**src/rtl/ring_slot_mux.sv**
```systemverilog
`default_nettype none
// ============================================================================
// Module   : ring_slot_mux
// Summary  : Time-division multiplexer driven by a one-hot ring counter.
//            Each channel holds one pending word. On every enabled one-hot
//            slot, the selected channel's word moves into a single output
//            register that uses a valid/ready handshake. Multi-hot slot
//            vectors set a sticky error flag.
// Options  : RING_SLOT_MUX_MISS_CNT_EN adds a saturating 8-bit counter of
//            enabled slots that found their channel empty. Without it,
//            miss_cnt_o is tied to zero.
// Revision : 1.0 - initial release
// ============================================================================
module ring_slot_mux #(
  parameter int N  = 4,
  parameter int W  = 8,
  parameter int CW = 2
) (
  input  logic           clk_i,
  input  logic           reset_i,
  input  logic           en_i,
  input  logic [N-1:0]   slot_i,
  input  logic [N-1:0]   ch_valid_i,
  input  logic [N*W-1:0] ch_data_i,
  output logic [N-1:0]   ch_ready_o,
  output logic           out_valid_o,
  output logic [W-1:0]   out_data_o,
  output logic [CW-1:0]  out_ch_o,
  input  logic           out_ready_i,
  output logic           err_o,
  output logic [7:0]     miss_cnt_o
);

  // Per-channel holding registers
  logic [W-1:0]  hold_q      [N];
  logic [W-1:0]  hold_d      [N];
  logic [N-1:0]  hold_full_q;
  logic [N-1:0]  hold_full_d;

  // Output register and sticky error
  logic          out_valid_q, out_valid_d;
  logic [W-1:0]  out_data_q,  out_data_d;
  logic [CW-1:0] out_ch_q,    out_ch_d;
  logic          err_q,       err_d;

  // Slot decode results
  logic          w_slot_any;
  logic          w_slot_multi;
  logic          w_slot_onehot;
  logic [CW-1:0] w_slot_idx;
  logic          w_sel_full;
  logic [W-1:0]  w_sel_word;
  logic          w_service;

  // Decode the slot vector: any bit set, more than one bit set, and the
  // holding state of the addressed channel (meaningful only when one-hot).
  always_comb begin
    w_slot_any   = 1'b0;
    w_slot_multi = 1'b0;
    w_slot_idx   = '0;
    w_sel_full   = 1'b0;
    w_sel_word   = '0;
    for (int i = 0; i < N; i++) begin
      if (slot_i[i]) begin
        if (w_slot_any) begin
          w_slot_multi = 1'b1;
        end
        w_slot_any = 1'b1;
        w_slot_idx = CW'(i);
        w_sel_full = hold_full_q[i];
        w_sel_word = hold_q[i];
      end
    end
  end

  assign w_slot_onehot = w_slot_any & ~w_slot_multi;

  // A transfer happens only when the output register is free or being
  // emptied in this same cycle, which gives one word per cycle at full rate.
  assign w_service = en_i & w_slot_onehot & w_sel_full &
                     (~out_valid_q | out_ready_i);

  assign ch_ready_o = ~hold_full_q & {N{~reset_i}};

  // One holding register per channel. A full register never reloads,
  // including in the cycle it drains, so ready rises one cycle after drain.
  generate
    for (genvar gi = 0; gi < N; gi++) begin : g_chan
      logic w_load;
      logic w_drain;

      assign w_load  = ch_valid_i[gi] & ~hold_full_q[gi];
      assign w_drain = w_service & slot_i[gi];

      assign hold_full_d[gi] = w_drain ? 1'b0 : (w_load ? 1'b1 : hold_full_q[gi]);
      assign hold_d[gi]      = w_load ? ch_data_i[gi*W +: W] : hold_q[gi];

      // Holding register state
      always_ff @(posedge clk_i) begin
        if (reset_i) begin
          hold_full_q[gi] <= 1'b0;
          hold_q[gi]      <= '0;
        end else begin
          hold_full_q[gi] <= hold_full_d[gi];
          hold_q[gi]      <= hold_d[gi];
        end
      end
    end
  endgenerate

  // Next state for the output register and the sticky error.
  always_comb begin
    out_valid_d = out_valid_q;
    out_data_d  = out_data_q;
    out_ch_d    = out_ch_q;
    err_d       = err_q;
    if (w_service) begin
      out_valid_d = 1'b1;
      out_data_d  = w_sel_word;
      out_ch_d    = w_slot_idx;
    end else if (out_valid_q && out_ready_i) begin
      out_valid_d = 1'b0;
    end
    if (en_i && w_slot_multi) begin
      err_d = 1'b1;
    end
  end

  // Output register and error flag state
  always_ff @(posedge clk_i) begin
    if (reset_i) begin
      out_valid_q <= 1'b0;
      out_data_q  <= '0;
      out_ch_q    <= '0;
      err_q       <= 1'b0;
    end else begin
      out_valid_q <= out_valid_d;
      out_data_q  <= out_data_d;
      out_ch_q    <= out_ch_d;
      err_q       <= err_d;
    end
  end

  assign out_valid_o = out_valid_q;
  assign out_data_o  = out_data_q;
  assign out_ch_o    = out_ch_q;
  assign err_o       = err_q;

`ifdef RING_SLOT_MUX_MISS_CNT_EN
  logic       w_empty_slot;
  logic [7:0] miss_cnt_q, miss_cnt_d;

  // Blocked, idle and multi-hot cycles are not misses.
  assign w_empty_slot = en_i & w_slot_onehot & ~w_sel_full;
  assign miss_cnt_d   = (w_empty_slot && (miss_cnt_q != 8'hFF)) ? miss_cnt_q + 8'd1
                                                                 : miss_cnt_q;

  // Saturating empty-slot counter
  always_ff @(posedge clk_i) begin
    if (reset_i) begin
      miss_cnt_q <= 8'd0;
    end else begin
      miss_cnt_q <= miss_cnt_d;
    end
  end

  assign miss_cnt_o = miss_cnt_q;
`else
  assign miss_cnt_o = 8'd0;
`endif

endmodule
`default_nettype wire

```
**config.mk**
```make
export PLATFORM = sky130hd
export DESIGN_NAME = ring_slot_mux
export DESIGN_NICKNAME = d
export VERILOG_FILES = /design/src/rtl/ring_slot_mux.sv
export SDC_FILE = /design/constraint.sdc
export NUM_CORES = 1
export LEC_CHECK = 0
export CAP_MARGIN = 40
export CORE_MARGIN = 1.5
export CORE_UTILIZATION = 36
export DETAILED_ROUTE_END_ITERATION = 12
export PLACE_DENSITY = 0.67
export SETUP_SLACK_MARGIN = 0.15
export SLEW_MARGIN = 5
export SYNTH_ARGS = -nofsm -noshare
export SYNTH_HDL_FRONTEND = slang
export SYNTH_SLANG_ARGS = --single-unit
```
**constraint.sdc**
```tcl
create_clock -name clk_i -period 2.15 [get_ports clk_i]
set_input_delay 0.3225 -clock clk_i [delete_from_list [all_inputs] [get_ports clk_i]]
set_output_delay 0.3225 -clock clk_i [all_outputs]
set_load 0.01 [all_outputs]
```
==> reports/metrics.yaml, run 1 <==
p_sw_mw: 0.507
path_max_fanout: 21
synth_top_area_share_pct: 43.6
worst_slew_pin_slew_ps: 617
syn_avg_cell_area_um2: 8.35
holdWs_ps: 465
maxCapViolCount: 0
clk_pin_slew_ps: 90
grt-ovfl-total: 0
synth-seq-cells: 48
drt_first_iter_violations: 82
grtUsageMet3_pct: 2.81
critPathRequiredTime_ps: 1830
yosysMostFrequentCell: "nor2_1"
r2r_slack_ps: 530
outcome: "completed"
finalCritPeriodShare_pct: 91.2
grt_pass1_wl_um: 8590
htree_levels: 2
avgRoutedWirePerCell_um: 13.0
rsz0062_at_grt: "no"
die_h_um: 81.2
hold_viol: 0
cts_setup_buffers: 0
grtUsageTotal_pct: 17.1
clock-sinks: 48
finClkSkew_ps: 11.6
cts_buffer_depth: 2
dp_hpwl_um: 3950
arrival_ps: 1640
cts_hold_buf: 0
cpMostUsedCell: "clkdlybuf4s50_1"
antenna_found_initial: 0
insertion_delay_ps: 310
ctsResizeCount: 0
start_util_pct: 37.2
antenna_cells: 0
crit_buf_inv: 3
met2_usage_pct: 27.1
netlist_area_um2: 2200
min_path_type: "flop to flop"
io_pins: 68
gp_congestion: 0.874
end_kind: "output pin"
worst_path_largest_cell_delay_ps: 550
yosysWarnings: 0
drive_gt1_share_pct: 8.00
cts_tree: "built"
pwr-share-clk_pct: 34.0
grt_pass1_vias: 1767
drt_pass1_iterations: 4
slowest_stage: "clkdlybuf4s50_1"
ys_top_cells_by_count: "nor2_1, dfxtp_1, mux2i_1, nand2_1, clkbuf_1"
area_delta_synth_final_pct: 36.6
power.leakage_nw: 1.21
finalCriticalPeriod_ps: 1960
clockRootBuffer: "clkbuf_8"
synth_top_area_cell: "dfxtp_1"
vias: 1894
portBuffers: 59
synth.top_cells.by_area: "dfxtp_1, mux2i_1, nor2_1"
drv_slew: 0
synthArstFlopShare_pct: 0
drc: 0
grt_use_met1_pct: 24.0
cts_made_buffers: 5
pwr-share-seq_pct: 47.9
synth_edf_count: 0
p_sw_share_pct: 25.0
internal-power_mw: 1.52
die_area_um2: 6600
synth-main-ff-cell: "dfxtp_1"
postSynthCellCount: 264
critical_path.top_delay_family: "buffers and inverters"
powerDensity_nw_per_um2: 674
worstSetupPathType: "input port to output pin"
wl_um: 5190
die_w_um: 81.2
fillCellCount: 559
ant_nets: 0
synth_cell_types: 32
grt_max_degree: 22
clock.fmax_mhz: 510
combPwrFrac_pct: 18.2
setup_viol: 0
fin_total_pwr_mw: 2.03
start_kind: "input port"
viasPerCell: 4.74
finalNetCount: 368
worstPathCellList: "clkdlybuf4s50_1, buf_12, nor2_1, clkdlybuf4s50_1"
slew_headroom_pct: 58.7
tns_ps: 0
ir_drop_mv: 0.305
ys_seq_area_share_pct: 43.6
rows: 28
grt_most_used_layer: "met2"
core_area_um2: 5920
power groups by stage:
stage	clock (mW)	sequential (mW)	combinational, mW
global route	0.739	0.978	0.407
detailed placement	0	0.991	0.367
CTS	0.701	0.970	0.369
floorplan	0	0.987	0.205
global placement	0	0.990	0.365
finish	0.689	0.970	0.368
path summary, 6_finish.rpt:
path,cells past startpoint,endpoint,start
worst min register to register,2,out_data_o[1]$_SDFFE_PP0N_,out_data_o[1]$_SDFFE_PP0N_
worst max-delay path,4,ch_ready_o[1],reset_i
worst min-delay path,2,out_data_o[1]$_SDFFE_PP0N_,out_data_o[1]$_SDFFE_PP0N_
worst max register to register,5,out_data_o[0]$_SDFFE_PP0N_,hold_full_q[2]$_SDFFE_PP0P_
placed cells by master, fill, tap and decap left out, drive strengths merged, types with 2 or more instances in the layout:
cell / netlist / routed
clkdlybuf4s50: 0 / 59
nor2: 58 / 58
dfxtp: 48 / 48
mux2i: 32 / 32
nand2: 32 / 32
buf: 14 / 15
inv: 10 / 10
o211ai: 9 / 9
a21oi: 9 / 9
a221oi: 8 / 8
conb: 1 / 8
clkbuf: 14 / 6
nor2b: 5 / 5
a211oi: 5 / 5
nor3: 3 / 3
clkinv: 1 / 2
registers in the layout, summed over array words and instances, names as in the netlist:
name         flops
out_ch_o         2
err_o            1
out_valid_o      1
out_data_o       8
hold_full_q      4
hold_q          32
stage by stage:
| step | util, % | std cells | instance area, µm² | setup WS [ps] |
|---|---|---|---|---|
| global placement | 48.8 | 392 | 2890 | 18.9 |
| detailed placement | 48.8 | 392 | 2890 | -16.8 |
| global route | 50.8 | 400 | 3010 | 167 |
| CTS | 50.8 | 400 | 3010 | 186 |
| finish | 50.8 | 400 | 3010 | 189 |
| floorplan | - | 271 | 2230 | 438 |
final cells by class:
cell class                      instances  area [µm²]  area share, %
Clock buffer                            6        82.6           2.74
Sequential cell                        48         961           31.9
Inverter                               11        41.3           1.37
Multi-Input combinational cell        184        1080           35.8
Tap cell                               75        93.8           3.12
Clock inverter                          2        38.8           1.29
Timing Repair Buffer                   74         716           23.8
metal layers:
metal	part of all wire (%)	vias to the layer above
met3	4.7	5
li1	-	993
met1	49	839
met2	46	57
met4	0.98	0
met5	0	-
worst reg2reg max path, cell delays in order (launching register included):
cell and delay [ps]:
dfxtp_1 340, or3b_2 490, o211ai_1 130, or3_1 210
buf_4 200, mux2i_1 190
cell families (layout without fill, tap and decap cells):
family          count (synthesis)  count (layout)  synth area share, %
fa+ha+maj                       1               1                0.454
buf+inv                        39              93                 8.69
compound gates                 38              38                 12.5
simple gates                  105             105                 20.0
other cells                     1               8                0.170
mux                            32              32                 14.5
flops                          48              48                 43.6
No activity file was read; power rests on OpenSTA's default activity.
==> run 2, diff against run 1 <==
GPL_ROUTABILITY_DRIVEN = 0   (was unset)
SLEW_MARGIN = 20   (was 5)
==> results of run 2 <==
The final DEF is identical to that of run 1; final timing and power are the same.
